===== config.mk =====
export PLATFORM = sky130hd
export DESIGN_NAME = seq_booth_multiplier
export DESIGN_NICKNAME = d
export VERILOG_FILES = /design/src/rtl/seq_booth_multiplier.sv
export SDC_FILE = /design/constraint.sdc
export NUM_CORES = 1
export LEC_CHECK = 0
export ABC_AREA = 0
export BUFFER_PORTS_ARGS = -buffer_cell sky130_fd_sc_hd__clkbuf_2
export CAP_MARGIN = 15
export CORE_MARGIN = 4
export CORE_UTILIZATION = 29
export CTS_BUF_LIST = sky130_fd_sc_hd__clkbuf_2 sky130_fd_sc_hd__clkbuf_4 sky130_fd_sc_hd__clkbuf_8
export DETAILED_ROUTE_END_ITERATION = 16
export GPL_TIMING_DRIVEN = 0
export PLACE_DENSITY_LB_ADDON = 0.05
export REMOVE_ABC_BUFFERS = 1
export SLEW_MARGIN = 20
export SYNTH_ARGS = -nofsm -noshare
export SYNTH_HDL_FRONTEND = slang
export SYNTH_SLANG_ARGS = --single-unit

===== constraint.sdc =====
create_clock -name clk -period 5.9 [get_ports clk]
set_input_delay 0 -clock clk [delete_from_list [all_inputs] [get_ports clk]]
set_output_delay 0 -clock clk [all_outputs]
set_load 0.02 [all_outputs]

===== src/rtl/seq_booth_multiplier.sv =====
// Sequential radix-4 Booth multiplier with run-time signed/unsigned mode.
// Operands are taken through a valid/ready handshake. Two multiplier bits are
// retired per cycle. The registered 2*WIDTH-bit product is returned through
// a second valid/ready handshake.
// Optional feature macro ZERO_BYPASS_EN: when defined, a zero operand skips
// the iterations and completes on the accept edge with p = 0.
module seq_booth_multiplier #(
    parameter int WIDTH = 32
) (
    input  logic               clk,
    input  logic               rst,
    input  logic               in_valid,
    output logic               in_ready,
    input  logic [WIDTH-1:0]   a,
    input  logic [WIDTH-1:0]   b,
    input  logic               signed_mode,
    output logic               out_valid,
    input  logic               out_ready,
    output logic [2*WIDTH-1:0] p,
    output logic               busy
);

    localparam int ITER = WIDTH / 2 + 1;      // Booth iterations per operation
    localparam int CW   = $clog2(ITER + 1);   // iteration counter width
    localparam int XW   = WIDTH + 2;          // extended operand width
    localparam int AW   = WIDTH + 3;          // accumulator width (holds +-2A)

    typedef enum logic [1:0] {
        S_IDLE = 2'd0,
        S_CALC = 2'd1,
        S_DONE = 2'd2
    } state_e;

    state_e             state_q, state_d;
    logic [CW-1:0]      cnt_q, cnt_d;
    logic [XW-1:0]      mcand_q, mcand_d;
    logic [XW-1:0]      mult_q, mult_d;
    logic [AW-1:0]      acc_q, acc_d;
    logic               guard_q, guard_d;
    logic [2*WIDTH-1:0] p_q, p_d;

    logic               accept;
    logic [XW-1:0]      a_ext, b_ext;
    logic [AW-1:0]      mcand_w, pp, sum, acc_shift;
    logic [XW-1:0]      mult_shift;
    logic [2*WIDTH-1:0] product_lo;

    assign accept  = in_valid && in_ready;
    assign a_ext   = signed_mode ? {{2{a[WIDTH-1]}}, a} : {2'b00, a};
    assign b_ext   = signed_mode ? {{2{b[WIDTH-1]}}, b} : {2'b00, b};
    assign mcand_w = {mcand_q[XW-1], mcand_q};

    // Booth radix-4 recoding of the current multiplier triplet into a partial product.
    always_comb begin
        unique case ({mult_q[1:0], guard_q})
            3'b001, 3'b010: pp = mcand_w;
            3'b011:         pp = {mcand_w[AW-2:0], 1'b0};
            3'b100:         pp = -{mcand_w[AW-2:0], 1'b0};
            3'b101, 3'b110: pp = -mcand_w;
            default:        pp = '0;
        endcase
    end

    // One iteration: add, then arithmetic-shift {acc, mult, guard} right by two.
    assign sum        = acc_q + pp;
    assign acc_shift  = {{2{sum[AW-1]}}, sum[AW-1:2]};
    assign mult_shift = {sum[1:0], mult_q[XW-1:2]};
    // After the last shift the multiplier register holds the low XW product bits.
    assign product_lo = {acc_shift[WIDTH-3:0], mult_shift};

    // Next-state and datapath control for the IDLE/CALC/DONE sequence.
    always_comb begin
        // NOTE: every signal driven here gets a default first, so no path can infer a latch.
        state_d = state_q;
        cnt_d   = cnt_q;
        mcand_d = mcand_q;
        mult_d  = mult_q;
        acc_d   = acc_q;
        guard_d = guard_q;
        p_d     = p_q;
        unique case (state_q)
            S_IDLE: begin
                if (accept) begin
                    mcand_d = a_ext;
                    mult_d  = b_ext;
                    acc_d   = '0;
                    guard_d = 1'b0;
                    cnt_d   = '0;
`ifdef ZERO_BYPASS_EN
                    if (a == '0 || b == '0) begin
                        p_d     = '0;
                        state_d = S_DONE;
                    end else begin
                        state_d = S_CALC;
                    end
`else
                    state_d = S_CALC;
`endif
                end
            end
            S_CALC: begin
                acc_d   = acc_shift;
                mult_d  = mult_shift;
                guard_d = mult_q[1];
                cnt_d   = cnt_q + CW'(1);
                if (cnt_q == CW'(ITER - 1)) begin
                    p_d     = product_lo;
                    state_d = S_DONE;
                end
            end
            S_DONE: begin
                if (out_ready) begin
                    state_d = S_IDLE;
                end
            end
            default: state_d = S_IDLE;
        endcase
    end

    // State and datapath registers with synchronous active-high reset.
    always_ff @(posedge clk) begin
        // NOTE: registers use non-blocking assignments so every flop samples pre-edge values.
        if (rst) begin
            state_q <= S_IDLE;
            cnt_q   <= '0;
            mcand_q <= '0;
            mult_q  <= '0;
            acc_q   <= '0;
            guard_q <= 1'b0;
            p_q     <= '0;
        end else begin
            state_q <= state_d;
            cnt_q   <= cnt_d;
            mcand_q <= mcand_d;
            mult_q  <= mult_d;
            acc_q   <= acc_d;
            guard_q <= guard_d;
            p_q     <= p_d;
        end
    end

    assign in_ready  = (state_q == S_IDLE);
    assign out_valid = (state_q == S_DONE);
    assign busy      = (state_q != S_IDLE);
    assign p         = p_q;

endmodule


==> results of run 1 <==
## worst max-delay path by stage
stage / from / endpoint / slack, ns
5_1_grt: guard_q / acc_q[22] / 0.004
4_1_cts: guard_q / acc_q[27] / 0.25
2_1_floorplan: state_q[0] / p[56] / 0.39
3_3_place_gp: state_q[0] / p[56] / -4.68
6_report: guard_q / acc_q[22] / 0.49
3_5_place_dp: guard_q / acc_q[27] / 0.28
## layer usage
layer / up-vias / GRT usage
li1: 5027 / -
met1: 4752 / 0.240
met2: 153 / 0.284
met3: 16 / 0.0318
met4: 0 / 0.0304
met5: - / 0
## kinds of logic (layout without fill, tap and decap cells)
group                      count (synthesis)  after routing
and+or+nand+nor                          547            547
AOI/OAI and AO/OA                        389            389
DFF                                      172            172
buffers and inverters                    129            269
xor gates and xnor gates                  76             76
adders and majority gates                 38             38
muxes                                      9              9
## worst max-delay path, cell delays in order (launching register included)
cell and delay [ns]:
dfxtp_2 0.60, clkinvlp_4 0.58, nor3_1 0.95, o21ai_0 0.19, o21ai_0 0.23, fa_1 0.30
a21oi_1 0.10, nor3b_1 0.36, o21ai_0 0.37, a21oi_1 0.46, o21ai_1 0.14, a21oi_1 0.37
a21boi_1 0.19, or4_1 0.42, nand3_1 0.07
## what timing repair did
action,4_1_cts,5_1_grt
endpoints found under the hold margin,69,0
hold buffers,67,0
resized for setup,0,3
setup endpoints to repair,0,9
## state kept, by name, indices dropped and copies added (netlist names)
| name | cells |
|---|---|
| acc_q | 33 |
| mult_q | 34 |
| cnt_q | 5 |
| guard_q | 1 |
| p | 64 |
| mcand_q | 33 |
| state_q | 2 |
## metrics by stage
stage	utilization	setup TNS (ns)	power [mW]	setup WS, ns	instances
2_1_floorplan	-	0	1.63	0.386	1252
3_3_place_gp	0.320	-414.60	1.81	-4.68	1835
3_5_place_dp	0.331	0	1.83	0.279	1849
4_1_cts	0.363	0	2.77	0.252	1948
5_1_grt	0.363	0	2.88	0.00400	1948
6_report	0.363	0	2.72	0.494	1948
## synth_stat cells, types with 7 or more instances
master    count
a211oi_1     10
a21o_1        8
a21oi_1     200
a221oi_1     13
a22oi_1      36
a31oi_1      19
and2_1        7
buf_1        10
clkbuf_1     91
dfxtp_1     172
ha_1         37
inv_1        21
mux2i_1       9
nand2_1     317
nand2b_1     12
nand3_1      45
nand3b_1     11
nand4b_1      9
nor2_1       66
nor3_1       25
nor4_1       10
o21ai_0      47
or3_1         9
xnor2_1      46
xor2_1       30
## cell type report
type	instances	area (um2)	area share
Multi-Input combinational cell	1059	6100	0.498
Sequential cell	172	3450	0.281
Timing Repair Buffer	216	1680	0.137
Tap cell	448	561	0.0457
Clock buffer	19	255	0.0208
Clock inverter	13	141	0.0115
Inverter	21	82.6	0.00673
## power by group through the flow
stage,Combinational (mW),Sequential [mW],Clock (mW)
after floorplan,0.354,1.27,0
after global placement,0.519,1.29,0
after detailed placement,0.550,1.28,0
after CTS,0.588,1.26,0.929
after global routing,0.653,1.26,0.963
final,0.585,1.26,0.881
==> impl_metrics.yaml, run 1 <==
timing:
  hold_ws_ns: 0.0570
  relSlewSlack: 0.309
  hold_violations: 0
  grt_setup_unrepaired: "no"
  fin_crit_ns: 5.41
  worst_pin_slew_ns: 1.03
  skew_ns: 0.0113
  clock.fmax_mhz: 185
  setup_viol: 0
  finalMaxSlewViolations: 0
  period_share: 0.916
floorplanning:
  die_h_um: 194
  die_w_um: 194
  die_area_um2: 37500
  io_pins: 136
  core_um2: 33800
  rows: 67
  start_util: 0.296
worst_setup_path:
  crit_required_ns: 6.33
  crit_path_start_kind: "register"
  reg2regPathDepth: 14
  cp_max_fo: 23
  endpoint_kind: "register"
  ff2ff_setup_slack_ns: 0.49
  crit_type: "reg2reg"
  r2r_start: "guard_q"
  crit_arrival_ns: 5.83
  regToRegEndpoint: "acc_q[22]"
grt:
  grt_first_pass_wirelength_um: 53300
  grt_remaining_overflow: 0
  antenna_found_initial: 0
  grt_pass1_vias: 9685
  grt_max_degree: 110
  grt_usage: 0.173
placed_design:
  port_buffers: 135
  place_area_um2: 11200
  place.gp.congestion: 0.805
  place_hpwl_um: 22400
cells_and_area:
  fillCellCount: 3683
  area_delta_synth_final_pct: 22.8
  stdcell_area_um2: 12300
  final_common_cell: "nand2_1"
  drive_gt1_frac: 0.141
  n_antenna_cell: 0
  layout_common_cells: "315 x nand2_1, 200 x a21oi_1, 169 x dfxtp_1"
  fin_nets: 1594
power_and_ir_drop:
  power_density_nw_per_um2: 222
  power.net_switching_mw: 0.884
  combPwrFrac: 0.215
  p_clk_frac: 0.324
  intPower_mw: 1.84
  swShare: 0.325
  ir_worst_vdd_uv: 134
  p_leak_nw: 4.67
  pwr-share-seq: 0.462
logic_synthesis:
  yosys.area.top_type: "dfxtp_1"
  synth_top_family_by_area: "simple AND/OR/NAND/NOR gates"
  ys_types: 65
  synth_top_area_share: 0.345
  synth_mux_area_frac: 0.00902
  ys_seq_area_frac: 0.345
  synth-compound-area-share: 0.234
  syn_area_um2: 9990
  ys_seq_elements: 172
  synth_adder_area_share: 0.0483
  synthTopCellsByArea: "dfxtp_1 34%, nand2_1 12%, a21oi_1 10%, ha_1 4.6%, xnor2_1 4.0%"
  synthSimpleGateAreaFrac: 0.248
  async_flop_share: 0
  synth_top_flop_cell: "dfxtp_1"
  synthCells: 1360
  synth_edf_count: 0
  synthXorXnorAreaFrac: 0.0666
  syn_area_per_cell_um2: 7.35
  ys_warn_count: 0
route:
  route.top_layer_used: "met4"
  ant_nets: 0
  via_per_inst: 5.11
  via_count: 9948
  drt_first_pass_iters: 5
  drt_wl_total_um: 32700
  wl_met2_um: 15100
  wl_met3_um: 1070
  drtIter0Drc: 587
  wl_met1_um: 16300
  drc: 0
  wl_per_cell_um: 16.8
flow_run:
  drv_cap: 0
clock_network:
  cts_setup_buffers: 0
  htreeDepth: 4
  cts_sinks: 172
  clk_pin_slew_worst_paths_ns: 0.09
  clock-root-buffer: "clkbuf_8"
  numCtsBuffers: 17
  cts_tree: "yes"
  clk_latency_ns: 0.49
  clockBufferDepth: 2
outcome:
  status: "finished clean"
min_path:
  hold_path_class: "in2reg"
  holdPathStages: 2
  hold_start: "rst"
  hold_path_end: "p[21]"
Note: power is estimated with default switching activity, not from simulation.
==> run 2, diff against run 1 <==
--- a/config.mk
+++ b/config.mk
@@ -14,7 +14,6 @@
 export DETAILED_ROUTE_END_ITERATION = 16
 export GPL_TIMING_DRIVEN = 0
 export PLACE_DENSITY_LB_ADDON = 0.05
-export REMOVE_ABC_BUFFERS = 1
 export SLEW_MARGIN = 20
 export SYNTH_ARGS = -nofsm -noshare
 export SYNTH_HDL_FRONTEND = slang
==> run 2 against run 1 <==
Worst hold slack better by 0.10 ns. Utilization about the same. First-iteration DRC count up 20%. Fmax about the same. Combinational power up 7.9%. Critical path depth up 4. Critical endpoint is now p[61]. Highest routed layer unchanged.
==> impl_metrics.yaml, run 2 (same netlist as run 1, synthesis figures left out) <==
min_path:
  hold_start: "rst"
  hold_path_class: "in2reg"
worst_setup_path:
  crit_type: "reg2reg"
  crit_arrival_ns: 5.81
  slowest_stage: "or4_1"
  r2r_start: "mcand_q[3]"
  cp_slowest_stage_delay_ns: 0.47
  crit_required_ns: 6.30
  endpoint_kind: "register"
  path_cells: "buf_2 -> nor3_2 -> nand4b_2 -> or3_1 -> or4_1 -> nand2_1 -> xnor2_1 -> a221oi_1 -> a31oi_1 -> ha_1 -> nand2_1 -> o211ai_1 -> a21oi_1 -> o21ai_0 -> a31o_2 -> o41ai_1 -> o21ai_0 -> o311ai_0"
  cp_max_fo: 10
  startpoint: "mcand_q[3]"
  crit_path_start_kind: "register"
power_and_ir_drop:
  ir_worst_vdd_uv: 161
  swShare: 0.339
  power.net_switching_mw: 0.921
  intPower_mw: 1.80
  p_leak_nw: 4.63
  p_clk_frac: 0.312
  power_density_nw_per_um2: 221
  pwr-share-seq: 0.456
  combPwrFrac: 0.232
grt:
  grt_remaining_overflow: 0
  grt_pass1_vias: 10200
  grt_usage: 0.199
  grt_max_degree: 17
  antenna_found_initial: 0
  grt_first_pass_wirelength_um: 59300
cells_and_area:
  n_antenna_cell: 0
  seqCellArea_um2: 3440
  drive_gt1_frac: 0.118
  area_delta_synth_final_pct: 22.8
  fin_nets: 1686
  fillCellCount: 3660
  layout_common_cells: "317 x nand2_1, 200 x a21oi_1, 172 x dfxtp_1"
  multiInputGateArea_um2: 6050
  largest_reg_flops: 64
  final_common_cell: "nand2_1"
timing:
  fin_crit_ns: 5.40
  period_share: 0.916
  setup_viol: 0
  relSlewSlack: 0.188
  worst_pin_slew_ns: 1.21
  hold_ws_ns: 0.160
  tns_ns: 0
  hold_violations: 0
  clock.fmax_mhz: 185
  skew_ns: 0.0136
  grt_setup_unrepaired: "no"
  finalMaxSlewViolations: 0
route:
  wl_met1_um: 19000
  drc: 0
  wl_met3_um: 1750
  route.top_layer_used: "met4"
  via_count: 10500
  via_per_inst: 5.14
  drt_first_pass_iters: 5
  drtIter0Drc: 702
  wl_met2_um: 16600
  wl_per_cell_um: 18.6
  drt_wl_total_um: 38000
  ant_nets: 0
flow_run:
  drv_cap: 0
placed_design:
  place.gp.congestion: 0.897
  port_buffers: 134
  place_hpwl_um: 28900
floorplanning:
  start_util: 0.296
  rows: 67
  die_h_um: 194
  die_area_um2: 37500
  io_pins: 136
  die_w_um: 194
  core_um2: 33800
clock_network:
  clock-root-buffer: "clkbuf_8"
  numCtsBuffers: 17
  htreeDepth: 4
  clk_latency_ns: 0.50
  clockBufferDepth: 2
  clk_pin_slew_worst_paths_ns: 0.10
  cts_sinks: 172
  cts_tree: "yes"
outcome:
  status: "finished clean"
logic_synthesis:
  synth_fp_nets: 1467
-- run 2: cell types whose count changed in the layout (fill, tap and decap cells not counted), moves of 4 or more --
| cell | previous run | this run |
|---|---|---|
| buf_1 | 0 | 10 |
| buf_12 | 5 | 0 |
| buf_16 | 7 | 0 |
| buf_2 | 0 | 6 |
| clkbuf_1 | 0 | 90 |
| nor2_1 | 62 | 66 |
-- run 2: path summary, 6_finish.rpt --
kind / to / slack, ns / depth (start not counted)
worst min-delay path: acc_q[26] / 0.16 / 3
worst min register to register: p[44] / 0.46 / 2
worst max register to register: p[61] / 0.50 / 18
worst max-delay path: p[61] / 0.50 / 18
-- run 2: final cells by class --
cell class	instances	area share
multi-input combinational	1059	0.493
sequential	172	0.281
timing repair buffer	201	0.109
tap	448	0.0457
buffer	107	0.0339
clock buffer	20	0.0219
clock inverter	11	0.00887
inverter	21	0.00642
-- run 2: per-layer routing --
metal / global-route usage / vias to the layer above
met4: 0.0511 / 0
li1: - / 5203
met2: 0.305 / 273
met3: 0.0356 / 39
met1: 0.289 / 4956
met5: 0 / -
-- run 2: what timing repair did --
action	CTS	global route
hold buffers	67	0
endpoints found under the hold margin	69	0
resized for setup	0	2
endpoints found under the setup margin	0	2
buffers inserted	0	0
-- run 2: critical path, delay by kind of cell (launching register included) --
kind / cells / cell delay, ns
AND/OR/NAND/NOR: 6 / 1.82
AO/OA/AOI/OAI: 9 / 2.49
XOR/XNOR: 1 / 0.10
adder cells (fa/ha/maj): 1 / 0.41
flip-flops: 1 / 0.30
buffers and inverters: 1 / 0.19
-- run 2: metrics by stage --
step	power (mW)	setup slack (ns)	cells	utilization	instance area, um2
after floorplan	1.66	1.49	1360	-	9990
after global placement	1.86	0.415	1942	0.332	11200
after detailed placement	1.85	0.475	1942	0.332	11200
after CTS	2.75	0.417	2040	0.363	12300
after global routing	2.86	0.0699	2039	0.363	12300
final	2.72	0.496	2039	0.363	12300
-- run 2: power groups by stage --
| stage | combinational, mW | clock (mW) | sequential [mW] |
|---|---|---|---|
| 6_report | 0.631 | 0.849 | 1.24 |
| 5_1_grt | 0.693 | 0.927 | 1.25 |
| 4_1_cts | 0.629 | 0.885 | 1.24 |
| 3_5_place_dp | 0.591 | 0 | 1.26 |
| 3_3_place_gp | 0.594 | 0 | 1.26 |
| 2_1_floorplan | 0.404 | 0 | 1.25 |
